===== config.mk =====
export PLATFORM = sky130hd
export DESIGN_NAME = pipelined_rca
export DESIGN_NICKNAME = d
export VERILOG_FILES = /design/src/rtl/pipelined_rca_pkg.sv /design/src/rtl/rca_chunk.sv /design/src/rtl/pipelined_rca.sv
export SDC_FILE = /design/constraint.sdc
export NUM_CORES = 1
export LEC_CHECK = 0
export CAP_MARGIN = 10
export CORE_ASPECT_RATIO = 0.9
export CORE_MARGIN = 2
export CORE_UTILIZATION = 49
export CTS_BUF_LIST = sky130_fd_sc_hd__clkbuf_16
export CTS_CLUSTER_DIAMETER = 50
export DETAILED_ROUTE_END_ITERATION = 8
export PLACE_DENSITY_LB_ADDON = 0.08
export SLEW_MARGIN = 20
export SYNTH_ARGS = -nofsm -noshare
export SYNTH_HDL_FRONTEND = slang
export SYNTH_SLANG_ARGS = --single-unit
export TNS_END_PERCENT = 5

===== constraint.sdc =====
create_clock -name clk -period 2.4 [get_ports clk]
set_clock_uncertainty 0.1 [all_clocks]
set_input_delay 0.6 -clock clk [delete_from_list [all_inputs] [get_ports clk]]
set_output_delay 0.6 -clock clk [all_outputs]
set_load 0.05 [all_outputs]

===== src/rtl/pipelined_rca_pkg.sv =====
// Shared constants for the pipelined ripple-carry adder.
// Default geometry and the stage-count helper.
package pipelined_rca_pkg;

    localparam int DEF_WIDTH = 16;
    localparam int DEF_CHUNK = 4;

    function automatic int num_stages(input int width, input int chunk);
        return width / chunk;
    endfunction

endpackage


===== src/rtl/rca_chunk.sv =====
// Combinational N-bit ripple adder built from full-adder cells.
// Exposes the carry into its MSB for signed-overflow detection.
module rca_chunk
    import pipelined_rca_pkg::*;
#(
    parameter int N = DEF_CHUNK
) (
    input  logic [N-1:0] a,
    input  logic [N-1:0] b,
    input  logic         ci,
    output logic [N-1:0] s,
    output logic         co,
    output logic         cmsb
);

    logic c;

    always_comb begin
        c    = ci;
        cmsb = ci;
        s    = '0;
        for (int i = 0; i < N; i++) begin
            cmsb = c;
            s[i] = a[i] ^ b[i] ^ c;
            c    = (a[i] & b[i]) | (c & (a[i] ^ b[i]));
        end
        co = c;
    end

endmodule


===== src/rtl/pipelined_rca.sv =====
// Pipelined add/subtract: one CHUNK-bit ripple slice per stage,
// operands skewed forward and sum chunks deskewed through the stages.
module pipelined_rca
    import pipelined_rca_pkg::*;
#(
    parameter int WIDTH = DEF_WIDTH,
    parameter int CHUNK = DEF_CHUNK
) (
    input  logic             clk,
    input  logic             rst_n,
    input  logic [WIDTH-1:0] a,
    input  logic [WIDTH-1:0] b,
    input  logic             cin,
    input  logic             sub,
    input  logic             in_valid,
    output logic             in_ready,
    output logic [WIDTH-1:0] sum,
    output logic             cout,
    output logic             ovf,
    output logic             out_valid,
    input  logic             out_ready
);

    localparam int STAGES = num_stages(WIDTH, CHUNK);

    if (WIDTH < 2 || CHUNK < 1 || (WIDTH % CHUNK) != 0) begin : g_bad
        $error("pipelined_rca: WIDTH must be >= 2 and a multiple of CHUNK");
    end

    logic             advance;
    logic [WIDTH-1:0] beff;
    logic             c0;

    assign advance  = !out_valid || out_ready;
    assign in_ready = advance;
    assign beff     = b ^ {WIDTH{sub}};
    assign c0       = sub ? 1'b1 : cin;

    for (genvar k = 0; k < STAGES; k++) begin : g_stg
        localparam int LO = k * CHUNK;
        localparam int RW = WIDTH - LO - CHUNK;

        logic [RW+CHUNK-1:0] ua;
        logic [RW+CHUNK-1:0] ub;
        logic [CHUNK-1:0]    cs;
        logic [LO+CHUNK-1:0] ns;
        logic [LO+CHUNK-1:0] rs;
        logic                ci, co, cm, pv;
        logic                v, c;

        // Stage 0 sees raw operands; later stages see the skewed remainder
        if (k == 0) begin : g_src
            assign ua = a;
            assign ub = beff;
            assign ci = c0;
            assign pv = in_valid;
            assign ns = cs;
        end else begin : g_src
            assign ua = g_stg[k-1].g_up.ra;
            assign ub = g_stg[k-1].g_up.rb;
            assign ci = g_stg[k-1].c;
            assign pv = g_stg[k-1].v;
            assign ns = {cs, g_stg[k-1].rs};
        end

        rca_chunk #(.N(CHUNK)) u_chunk (
            .a    (ua[CHUNK-1:0]),
            .b    (ub[CHUNK-1:0]),
            .ci   (ci),
            .s    (cs),
            .co   (co),
            .cmsb (cm)
        );

        always_ff @(posedge clk or negedge rst_n) begin
            if (!rst_n) begin
                v  <= 1'b0;
                c  <= 1'b0;
                rs <= '0;
            end else if (advance) begin
                v  <= pv;
                c  <= co;
                rs <= ns;
            end
        end

        if (RW > 0) begin : g_up
            logic [RW-1:0] ra;
            logic [RW-1:0] rb;

            always_ff @(posedge clk or negedge rst_n) begin
                if (!rst_n) begin
                    ra <= '0;
                    rb <= '0;
                end else if (advance) begin
                    ra <= ua[RW+CHUNK-1:CHUNK];
                    rb <= ub[RW+CHUNK-1:CHUNK];
                end
            end
        end

        if (k == STAGES - 1) begin : g_last
            logic m;

            always_ff @(posedge clk or negedge rst_n) begin
                if (!rst_n) begin
                    m <= 1'b0;
                end else if (advance) begin
                    m <= cm;
                end
            end
        end else begin : g_mid
            logic unused_cm;
            assign unused_cm = cm;
        end
    end

    assign out_valid = g_stg[STAGES-1].v;
    assign sum       = g_stg[STAGES-1].rs;
    assign cout      = g_stg[STAGES-1].c;
    assign ovf       = g_stg[STAGES-1].g_last.m ^ g_stg[STAGES-1].c;

endmodule


==> run_results.csv <==
group,metric,value,unit
critical_path,path_class,"primary input to register",
clock_tree,ctsRootBufferMaster,"clkbuf_16",
place,dp_cells,450,
global_routing,grt_first_pass_wirelength,11.4,mm
critical_path,start_kind,"primary input",
synth,synth_top_area_share,57.3,%
synth,synth_area_leaders,"dfrtp_1, mux2_2, fa_1",
clock_tree,hold_buffers,0,
route,drc_errors,0,
outcome,status,"complete, no violations",
flow_run,maxCapViolations,0,
sta,worst_slew_pin_slew,0.551,ns
sta,period_share,98.2,%
route,dr.pass1.iters,3,
critical_path,r2r-end,"sum[15]",
route,via_count,2216,
synth,yosysWarnings,0,
floorplanning,die_area,0.00941,sq mm
synth,avgSynthCellArea,15.2,sq um
cells_and_area,diodes,0,
sta,whs,0.104,ns
route,drt_iter0_drc,27,
synth,netlist_instances,279,
cells_and_area,fin_nets,397,
cells_and_area,utilization,62.9,%
critical_path,r2r_cells,7,
synth,synth_top_area_cell,"dfrtp_1",
synth,yosysMostFrequentCell,"dfrtp_1",
global_routing,antenna_found_initial,0,
sta,min_period,2.36,ns
global_routing,grt_pass1_vias,2346,
critical_path,crit_path_end_kind,"register",
critical_path,cp_max_fo,1,
synth,synth_edf_count,0,
cells_and_area,area_growth,25.9,%
sta,setup_ws,0.0436,ns
floorplanning,rows,32,
clock_tree,cts_buffer_depth,2,
clock_tree,clkLatencyLatePin,0.33,ns
route,ant_nets,0,
synth,synth-main-ff-cell,"dfrtp_1",
critical_path,reg2reg_from,"g_stg[2].c",
critical_path,crit_required,2.52,ns
global_routing,track_usage,15.9,%
synth,synthesis.nets,333,
route,routed_via_density,4.76,
global_routing,grt_max_degree,49,
floorplanning,io-pin-count,58,
critical_path,rrSetupSlack,0.12,ns
clock_tree,numCtsBuffers,9,
sta,rsz0062_at_grt,"true",
cells_and_area,drive_above_1_share,38.3,%
synth,netlist_area,0.00424,sq mm
floorplanning,initial_utilization,49.9,%
route,drt-total-wl,6.65,mm
pwr,vdd_drop_max,0.613,mV
clock_tree,htree_levels,3,
pwr,power_density,1340,mW/mm^2
synth,ys_ff_latch,97,
critical_path,worst_ep_arrival_time,2.47,ns
clock_tree,cts_tree,"done",
global_routing,grt-ovfl-total,0,
cells_and_area,final_area,0.00534,sq mm
place,postPlaceCellArea,0.00499,sq mm
synth,synth-seq-area-share,57.3,%
floorplanning,core,0.00849,sq mm
floorplanning,die_y,92.2,microns
place,pre_cts_ws,-0.909,ns
place,dp_hpwl,4.55,mm
sta,max_slew_margin,63.2,%
synth,synth-async-reset-ratio,100,%
synth,synth_cell_types,17,
route,wl_per_cell,14.3,microns
sta,finalSetupViolations,0,
sta,final_hold_viol_count,0,
floorplanning,die_x,102,microns
clock_tree,cts.clk_slew.worst_paths,0.06,ns
clock_tree,clock-sinks,97,
sta,fmax,424,MHz
cells_and_area,fin_cells,466,
min_path,hold_class,"primary input to async pin",
synth,synth_common_cells,"dfrtp_1, mux2_2, inv_1, fa_1, xor2_1",
sta,drv_slew,0,
place,io_buffer_count,57,
place,gp_congestion,0.676,
pwr,leakage,0.00234,uW
-- per-layer routing --
layer	share of wire (%)	up-vias	wire, microns	global-route usage (%)
met5	0	-	0	0
met4	1.6	0	107	5.22
met3	4.6	6	303	5.95
met2	49	46	3280	24.6
met1	44	1118	2960	20.8
li1	-	1046	-	-
-- kinds of logic (layout without fill, tap and decap cells) --
kind of cell | Yosys count | after routing | synth area share, %
AOI/OAI and AO/OA | 10 | 10 | 1.18
xor gates and xnor gates | 17 | 17 | 3.51
adders and majority gates | 16 | 16 | 7.56
buffers and inverters | 40 | 108 | 4.43
DFF | 97 | 97 | 57.3
muxes | 86 | 86 | 23.7
and+or+nand+nor | 13 | 13 | 2.33
-- worst max path at each step --
stage | from | endpoint | depth (start not counted) | slack (ns)
CTS | sub | g_stg[0].rs[3] | 10 | -0.11
global placement | sub | g_stg[0].rs[3] | 10 | -0.87
detailed placement | sub | g_stg[0].rs[3] | 10 | -0.91
finish | b[0] | g_stg[0].rs[3] | 10 | 0.04
global route | b[0] | g_stg[0].rs[3] | 10 | -0.009
floorplan | sub | g_stg[0].rs[3] | 11 | -0.46
-- registers in the layout, summed over array words and instances (netlist names) --
register / count
g_stg.g_up.ra: 24
g_stg.g_up.rb: 24
g_stg.rs: 24
sum: 16
g_stg.c: 3
g_stg.v: 3
cout: 1
g_stg.g_last.m: 1
out_valid: 1
-- cell usage in the layout, fill, tap and decap left out --
cell type | synthesis | routed
a21oi_1 | 10 | 9
a21oi_2 | 0 | 1
buf_12 | 0 | 4
buf_4 | 1 | 12
buf_8 | 0 | 1
bufinv_16 | 0 | 2
clkbuf_16 | 0 | 9
clkbuf_2 | 0 | 2
clkdlybuf4s50_1 | 0 | 48
clkinv_1 | 0 | 1
clkinv_2 | 0 | 1
dfrtp_1 | 97 | 97
dlymetal6s2s_1 | 0 | 1
fa_1 | 16 | 9
fa_2 | 0 | 7
inv_1 | 25 | 21
inv_2 | 0 | 6
mux2_2 | 74 | 73
mux2_4 | 10 | 11
mux2i_1 | 2 | 2
nand2b_1 | 1 | 1
nand2b_4 | 1 | 1
nor2_2 | 0 | 1
nor3b_1 | 10 | 10
xnor2_1 | 4 | 3
xnor2_4 | 0 | 1
xor2_1 | 13 | 12
xor2_2 | 0 | 1
-- critical path, cell delays in order --
cell	delay, ns
buf_8	0.10
xnor2_4	0.13
fa_2	0.33
inv_2	0.06
fa_2	0.19
inv_2	0.04
fa_2	0.32
inv_2	0.06
fa_1	0.37
mux2_4	0.26
-- final cells by class --
cell class | instances | area (sq um)
fill | 705 | 3150
tap | 119 | 149
multi-input combinational | 142 | 1680
timing repair buffer | 68 | 688
clock inverter | 6 | 76.3
sequential | 97 | 2430
inverter | 25 | 93.8
clock buffer | 9 | 225
-- power by group --
group	internal, uW	total [uW]	leakage (uW)	switching (uW)
Clock	894	1450	0.000155	559
Combinational	1470	2930	0.00107	1460
Sequential	2380	2770	0.00112	393
-- through the flow --
stage	TNS [ns]	power [uW]
3_3_place_gp	-2.37	5620
5_1_grt	-0.0183	7680
6_report	0	7150
2_1_floorplan	-0.789	4870
4_1_cts	-0.108	7200
3_5_place_dp	-2.51	5720
-- timing repair --
action	CTS	global route
endpoints found under the setup margin	4	5
setup buffers	0	1
resized for setup	20	14
pin swaps	6	8
(Power assumes the default switching activity.)
